`config.mk`:
```
export PLATFORM = sky130hd
export DESIGN_NAME = tpu_instr_sequencer
export DESIGN_NICKNAME = d
export VERILOG_FILES = /design/src/rtl/tpu_instr_sequencer.sv
export SDC_FILE = /design/constraint.sdc
export NUM_CORES = 1
export LEC_CHECK = 0
export ABC_AREA = 1
export BUFFER_PORTS_ARGS = -buffer_cell sky130_fd_sc_hd__buf_2
export CAP_MARGIN = 20
export CORE_UTILIZATION = 40
export CTS_CLUSTER_DIAMETER = 30
export DETAILED_ROUTE_END_ITERATION = 7
export GPL_ROUTABILITY_DRIVEN = 0
export GPL_TIMING_DRIVEN = 1
export PLACE_DENSITY_LB_ADDON = 0.3
export REMOVE_ABC_BUFFERS = 1
export SYNTH_ARGS = -nofsm -noshare
export SYNTH_HDL_FRONTEND = slang
export SYNTH_SLANG_ARGS = --single-unit
```
`constraint.sdc`:
```
create_clock -name clk -period 15.65 [get_ports clk]
set_input_delay 0 -clock clk [delete_from_list [all_inputs] [get_ports clk]]
set_output_delay 0 -clock clk [all_outputs]
set_load 0.02 [all_outputs]
```
`src/rtl/tpu_instr_sequencer.sv`:
```
// -----------------------------------------------------------------------------
// tpu_instr_sequencer
//
// Instruction front end for the TPU top level. The host pushes 80-bit
// instructions into an internal FIFO and then pulses start_in. The sequencer
// fetches each word, decodes it, issues single-cycle control pulses and
// updates the held read/config fields, then honours the per-instruction wait
// count. A HALT or an illegal opcode ends the run with a done_out pulse. An
// illegal opcode also sets the sticky err_out flag.
//
// Instruction layout:
//   [79:76] opcode     [75:67] ptr_select  [66] transpose   [65:50] addr
//   [49:34] row_size   [33:18] col_size    [17:14] pathway  [13:12] sys_mode
//   [11:0]  wait
//
// Ports:
//   clk, rst                 clock (rising edge), asynchronous active-low reset
//   instr_in/_valid_in       host write port; instr_ready_out = FIFO not full
//   start_in                 run pulse, honoured only while idle
//   abort_in                 synchronous abort: back to idle and flush the FIFO
//   ub_rd_start_out          one-cycle UB read start pulse
//   ub_rd_*_out, ub_ptr_*    held UB read fields (loaded by UB_READ)
//   sys_switch_out           one-cycle weight switch pulse
//   vpu_data_pathway_out,
//   sys_mode_out             held datapath config (loaded by SET_CFG)
//   busy_out                 sequencer not idle
//   done_out                 one-cycle pulse on HALT or on an illegal opcode
//   err_out                  sticky illegal-opcode flag, cleared by start
//   fifo_count_out           FIFO occupancy
//
// All outputs are registered.
// -----------------------------------------------------------------------------
module tpu_instr_sequencer #(
  parameter int unsigned INSTR_DEPTH = 16,
  parameter int unsigned INSTR_WIDTH = 80
) (
  input  logic                         clk,
  input  logic                         rst,
  input  logic [INSTR_WIDTH-1:0]       instr_in,
  input  logic                         instr_valid_in,
  output logic                         instr_ready_out,
  input  logic                         start_in,
  input  logic                         abort_in,
  output logic                         ub_rd_start_out,
  output logic                         ub_rd_transpose_out,
  output logic [8:0]                   ub_ptr_select_out,
  output logic [15:0]                  ub_rd_addr_out,
  output logic [15:0]                  ub_rd_row_size_out,
  output logic [15:0]                  ub_rd_col_size_out,
  output logic                         sys_switch_out,
  output logic [3:0]                   vpu_data_pathway_out,
  output logic [1:0]                   sys_mode_out,
  output logic                         busy_out,
  output logic                         done_out,
  output logic                         err_out,
  output logic [$clog2(INSTR_DEPTH):0] fifo_count_out
);

  localparam int unsigned PtrW = $clog2(INSTR_DEPTH);
  localparam int unsigned CntW = PtrW + 1;

  localparam logic [3:0] OpNop    = 4'd0;
  localparam logic [3:0] OpUbRead = 4'd1;
  localparam logic [3:0] OpSwitch = 4'd2;
  localparam logic [3:0] OpSetCfg = 4'd3;
  localparam logic [3:0] OpWait   = 4'd4;
  localparam logic [3:0] OpHalt   = 4'd5;

  typedef enum logic [1:0] {StIdle, StFetch, StExec, StWait} state_e;

  state_e state_q, state_d;

  // FIFO storage and bookkeeping
  logic [INSTR_WIDTH-1:0] mem_q [INSTR_DEPTH];
  logic [PtrW-1:0]        wr_ptr_q, wr_ptr_d;
  logic [PtrW-1:0]        rd_ptr_q, rd_ptr_d;
  logic [CntW-1:0]        count_q, count_d;
  logic                   ready_q, ready_d;
  logic                   push, pop;

  // Decoded head-of-FIFO fields
  logic [INSTR_WIDTH-1:0] head;
  logic [3:0]             head_op;
  logic [8:0]             head_ptr;
  logic                   head_transpose;
  logic [15:0]            head_addr;
  logic [15:0]            head_row;
  logic [15:0]            head_col;
  logic [3:0]             head_pathway;
  logic [1:0]             head_mode;
  logic [11:0]            head_wait;

  // Instruction register: only the parts EXEC still needs after the pop
  logic [3:0]  op_q, op_d;
  logic [11:0] wait_q, wait_d;
  logic [11:0] wait_cnt_q, wait_cnt_d;

  // Output registers
  logic        rd_start_q, rd_start_d;
  logic        rd_transpose_q, rd_transpose_d;
  logic [8:0]  ptr_select_q, ptr_select_d;
  logic [15:0] rd_addr_q, rd_addr_d;
  logic [15:0] rd_row_q, rd_row_d;
  logic [15:0] rd_col_q, rd_col_d;
  logic        switch_q, switch_d;
  logic [3:0]  pathway_q, pathway_d;
  logic [1:0]  mode_q, mode_d;
  logic        busy_q, busy_d;
  logic        done_q, done_d;
  logic        err_q, err_d;

  assign head           = mem_q[rd_ptr_q];
  assign head_op        = head[79:76];
  assign head_ptr       = head[75:67];
  assign head_transpose = head[66];
  assign head_addr      = head[65:50];
  assign head_row       = head[49:34];
  assign head_col       = head[33:18];
  assign head_pathway   = head[17:14];
  assign head_mode      = head[13:12];
  assign head_wait      = head[11:0];

  // Sequencer next-state and output decode. Opcode effects are decoded from
  // the FIFO head during FETCH so the registered pulses and held fields are
  // visible in the EXEC cycle.
  always_comb begin
    state_d        = state_q;
    op_d           = op_q;
    wait_d         = wait_q;
    wait_cnt_d     = wait_cnt_q;
    pop            = 1'b0;
    rd_start_d     = 1'b0;
    switch_d       = 1'b0;
    done_d         = 1'b0;
    err_d          = err_q;
    rd_transpose_d = rd_transpose_q;
    ptr_select_d   = ptr_select_q;
    rd_addr_d      = rd_addr_q;
    rd_row_d       = rd_row_q;
    rd_col_d       = rd_col_q;
    pathway_d      = pathway_q;
    mode_d         = mode_q;

    unique case (state_q)
      StIdle: begin
        if (start_in) begin
          state_d = StFetch;
          err_d   = 1'b0;
        end
      end
      StFetch: begin
        // Uses the registered count, so a word pushed this cycle into an
        // empty FIFO is popped on the next cycle instead.
        if (count_q != '0) begin
          pop     = 1'b1;
          op_d    = head_op;
          wait_d  = head_wait;
          state_d = StExec;
          unique case (head_op)
            OpUbRead: begin
              rd_start_d     = 1'b1;
              rd_transpose_d = head_transpose;
              ptr_select_d   = head_ptr;
              rd_addr_d      = head_addr;
              rd_row_d       = head_row;
              rd_col_d       = head_col;
            end
            OpSwitch: switch_d = 1'b1;
            OpSetCfg: begin
              pathway_d = head_pathway;
              mode_d    = head_mode;
            end
            OpNop, OpWait: begin
            end
            OpHalt: done_d = 1'b1;
            default: begin
              done_d = 1'b1;
              err_d  = 1'b1;
            end
          endcase
        end
      end
      StExec: begin
        if (op_q >= OpHalt) begin
          state_d = StIdle;
        end else if (wait_q == '0) begin
          state_d = StFetch;
        end else begin
          wait_cnt_d = wait_q;
          state_d    = StWait;
        end
      end
      StWait: begin
        wait_cnt_d = wait_cnt_q - 12'd1;
        if (wait_cnt_q == 12'd1) begin
          state_d = StFetch;
        end
      end
      default: state_d = StIdle;
    endcase

    // Abort wins over everything: no pop, no pulses, held fields untouched.
    if (abort_in) begin
      state_d        = StIdle;
      pop            = 1'b0;
      rd_start_d     = 1'b0;
      switch_d       = 1'b0;
      done_d         = 1'b0;
      err_d          = err_q;
      op_d           = op_q;
      wait_d         = wait_q;
      rd_transpose_d = rd_transpose_q;
      ptr_select_d   = ptr_select_q;
      rd_addr_d      = rd_addr_q;
      rd_row_d       = rd_row_q;
      rd_col_d       = rd_col_q;
      pathway_d      = pathway_q;
      mode_d         = mode_q;
    end

    busy_d = (state_d != StIdle);
  end

  // FIFO pointer and occupancy update. A push in the abort cycle is dropped
  // along with the rest of the flushed contents.
  always_comb begin
    push     = instr_valid_in && ready_q && !abort_in;
    wr_ptr_d = wr_ptr_q;
    rd_ptr_d = rd_ptr_q;
    count_d  = count_q;
    if (abort_in) begin
      wr_ptr_d = '0;
      rd_ptr_d = '0;
      count_d  = '0;
    end else begin
      if (push) begin
        wr_ptr_d = wr_ptr_q + PtrW'(1);
      end
      if (pop) begin
        rd_ptr_d = rd_ptr_q + PtrW'(1);
      end
      count_d = count_q + CntW'(push) - CntW'(pop);
    end
    ready_d = (count_d != CntW'(INSTR_DEPTH));
  end

  always_ff @(posedge clk) begin
    if (push) begin
      mem_q[wr_ptr_q] <= instr_in;
    end
  end

  always_ff @(posedge clk or negedge rst) begin
    if (!rst) begin
      state_q        <= StIdle;
      wr_ptr_q       <= '0;
      rd_ptr_q       <= '0;
      count_q        <= '0;
      ready_q        <= 1'b1;
      op_q           <= '0;
      wait_q         <= '0;
      wait_cnt_q     <= '0;
      rd_start_q     <= 1'b0;
      rd_transpose_q <= 1'b0;
      ptr_select_q   <= '0;
      rd_addr_q      <= '0;
      rd_row_q       <= '0;
      rd_col_q       <= '0;
      switch_q       <= 1'b0;
      pathway_q      <= '0;
      mode_q         <= '0;
      busy_q         <= 1'b0;
      done_q         <= 1'b0;
      err_q          <= 1'b0;
    end else begin
      state_q        <= state_d;
      wr_ptr_q       <= wr_ptr_d;
      rd_ptr_q       <= rd_ptr_d;
      count_q        <= count_d;
      ready_q        <= ready_d;
      op_q           <= op_d;
      wait_q         <= wait_d;
      wait_cnt_q     <= wait_cnt_d;
      rd_start_q     <= rd_start_d;
      rd_transpose_q <= rd_transpose_d;
      ptr_select_q   <= ptr_select_d;
      rd_addr_q      <= rd_addr_d;
      rd_row_q       <= rd_row_d;
      rd_col_q       <= rd_col_d;
      switch_q       <= switch_d;
      pathway_q      <= pathway_d;
      mode_q         <= mode_d;
      busy_q         <= busy_d;
      done_q         <= done_d;
      err_q          <= err_d;
    end
  end

  assign instr_ready_out      = ready_q;
  assign fifo_count_out       = count_q;
  assign ub_rd_start_out      = rd_start_q;
  assign ub_rd_transpose_out  = rd_transpose_q;
  assign ub_ptr_select_out    = ptr_select_q;
  assign ub_rd_addr_out       = rd_addr_q;
  assign ub_rd_row_size_out   = rd_row_q;
  assign ub_rd_col_size_out   = rd_col_q;
  assign sys_switch_out       = switch_q;
  assign vpu_data_pathway_out = pathway_q;
  assign sys_mode_out         = mode_q;
  assign busy_out             = busy_q;
  assign done_out             = done_q;
  assign err_out              = err_q;

endmodule

```
==> flow_metrics.tcl <==
set metrics [dict create \
    num_io_pins 160 \
    pre_cts_ws_ns 11.13 \
    dr.first_iter.drc_count 3697 \
    cp.required_ns 16.41 \
    hpwl_um 71500 \
    cp-end-kind "register" \
    post_synth.cell_area_avg_um2 13.0 \
    path_depth 14 \
    fp-row-count 135 \
    holdCritPathClass "input pin to register" \
    finish.utilization_pct 49.9 \
    period_needed_ns 4.61 \
    hold_depth 2 \
    drcViolationCount 0 \
    maxCapViolations 0 \
    design.core.area_mm2 0.136 \
    hp-start "instr_in[33]" \
    seq_area_mm2 0.0413 \
    synth_ff_type "edfxtp_1" \
    fin_skew_ns 0.0586 \
    die_h_um 372 \
    routed_wl_um 151000 \
    cts-buffers-inserted 286 \
    portBuffers 159 \
    clk_pin_slew_ns 0.04 \
    clock_sinks 1393 \
    vdd_drop_max_v 0.000119 \
    area_delta_synth_final_pct 23.8 \
    cp_num_buf_inv 4 \
    rsz0062_at_grt "no" \
    final_nets 4613 \
    async_reset_ff_share_pct 8.11 \
    slew_headroom_pct 20.3 \
    multi_input_area_mm2 0.0120 \
    vias 36000 \
    fmax_ghz 0.217 \
    die_x_um 372 \
    cts_tree "built" \
    postRouteAntennaNets 0 \
    tns_ns 0 \
    tightest_slew_ns 1.19 \
    grt_overflow 0 \
    htreeDepth 5 \
    cts_resized 0 \
    r2r-start "rd_ptr_q[0]$_DFFE_PN0P_" \
    p_total_mw 12.2 \
    clk_latency_ns 0.88 \
    startpoint "rd_ptr_q[0]$_DFFE_PN0P_" \
    synth_area_mm2 0.0547 \
    wl_per_cell_um 23.3 \
    grt_pass1_wl_um 226000 \
    cpMostUsedCell "nand2_1" \
    grt_pass1_vias 35200 \
    start_util_pct 40.3 \
    fin_crit_sh_pct 29.4 \
    clock-root-buffer "clkbuf_16" \
    cp_slowest_cell "dfrtp_4" \
    slew_violations 0 \
    grt_max_degree 230 \
    path_cells "inv_16 > buf_4 > nand2_1 > nand2_1 > nand2_1 > nand3_1 > nand2_1 > nand2_1 > inv_2 > nand2_2 > nor2_4 > buf_4 > nand3_1 > nand2_1" \
    yosysSeqAreaShare_pct 75.4 \
    timing.final.ws_setup_ns 11.04 \
    hold_viol_final 0 \
    cts_buffer_depth 4 \
    ys_warn_count 0 \
    p_leak_nw 23.7 \
    rrSetupSlack_ns 11.04 \
    die_area_mm2 0.138 \
    critPathMaxFanout 194 \
    syn_inst 4196 \
    whs_ns 0.0544 \
    cp.arrival_ns 5.37 \
    ys_seq_elements 1393 \
    antenna_found_initial 12 \
    synth.distinct_cells 44 \
    finalSetupViolCount 0 \
    worstSetupPathType "register to register" \
    drive_above_1_share_pct 15.0 \
    critPathTopFamily "simple AND/OR/NAND/NOR gates" \
    status "finished, final reports clean" \
    num-fill-cells 11400 \
    critPathLaunchType "register" \
    dr.pass1.iters 5 \
    track_usage_pct 21.9 \
    r2r_cells 14 \
    avgViaCountPerCell 5.52 \
    cp_slowest_stage_delay_ns 0.96 \
    synth_edf_count 1280 \
    p_per_area_mw_per_mm2 180 \
]
## Yosys cell counts (18+ instances only)
cell type	n	area, um^2
nand2_1	383	1440
o22ai_1	131	820
edfxtp_1	1280	38400
nand3_1	103	515
nand4_1	18	113
buf_2	83	415
o211ai_1	173	1300
o221ai_1	61	534
inv_1	49	184
a21oi_1	25	125
dfrtp_1	112	2800
buf_4	19	143
o21ai_1	63	315
nor2_1	789	2960
clkbuf_1	166	623
o21ai_0	633	3170
## state kept, by name, indices dropped and copies added (netlist names), 5 cells and up
name / count
wait_cnt_q: 12
ub_rd_col_size_out: 16
fifo_count_out: 5
mem_q: 1280
ub_ptr_select_out: 9
wait_q: 12
ub_rd_row_size_out: 16
ub_rd_addr_out: 16
## report_power, final
| part | leakage (nW) | switching, mW | internal [mW] |
|---|---|---|---|
| clock | 4.61 | 1.90 | 4.10 |
| sequential | 13.0 | 0.129 | 4.21 |
| combinational | 6.09 | 1.33 | 0.522 |
## timing repair
action,CTS,global route
endpoints found under the hold margin,1359,0
hold buffers,94,0
setup endpoints to repair,0,0
buffers inserted,0,0
## cell usage in the layout, fill, tap and decap left out, types with 103 or more instances in the layout
| cell | count |
|---|---|
| dfrtp_1 | 108 |
| o21ai_0 | 633 |
| clkbuf_16 | 292 |
| buf_2 | 158 |
| edfxtp_1 | 1280 |
| nand3_1 | 103 |
| o211ai_1 | 173 |
| o22ai_1 | 131 |
| nand2_1 | 383 |
| nor2_1 | 781 |
## per-layer routing
| metal | track usage (%) | wire length (um) | vias up |
|---|---|---|---|
| li1 | - | - | 16200 |
| met1 | 30.7 | 65200 | 18000 |
| met2 | 33.4 | 69300 | 1441 |
| met3 | 5.50 | 13000 | 276 |
| met4 | 7.52 | 3780 | 18 |
| met5 | 0 | 114 | - |
## cell families (layout without fill, tap and decap cells)
group / Yosys count / count (layout) / synth area share (%)
other cells: 0 / 5 / 0
compound gates: 1110 / 1110 / 11.8
flops: 1393 / 1393 / 75.4
buf+inv: 348 / 878 / 2.81
simple gates: 1326 / 1326 / 9.56
fa+ha+maj: 14 / 14 / 0.334
xor+xnor: 5 / 5 / 0.0801
## metrics by stage
step,cells,instance area [um^2]
2_1_floorplan,3910,53400
5_1_grt,6508,67700
3_3_place_gp,5910,57100
3_5_place_dp,5911,57100
6_report,6512,67700
4_1_cts,6505,67600
## path summary, 6_finish.rpt
path                                                     end
max                           ub_rd_addr_out[15]$_DFFE_PN0P_
min                                  mem_q[15][33]$_DFFE_PP_
max reg2reg                   ub_rd_addr_out[15]$_DFFE_PN0P_
min reg2reg                ub_rd_row_size_out[5]$_DFFE_PN0P_
max in group asynchronous  ub_rd_col_size_out[5]$_DFFE_PN0P_
min in group asynchronous   ub_ptr_select_out[8]$_DFFE_PN0P_
## area by class of cell
class | count | share of cell area [%]
Clock inverter | 151 | 2.80
Antenna cell | 5 | 0.0185
Timing Repair Buffer | 316 | 3.44
Sequential cell | 1393 | 61.0
Tap cell | 1781 | 3.29
Multi-Input combinational cell | 2455 | 17.7
Clock buffer | 349 | 11.4
Inverter | 62 | 0.390
Note: power is estimated with default switching activity, not from simulation.
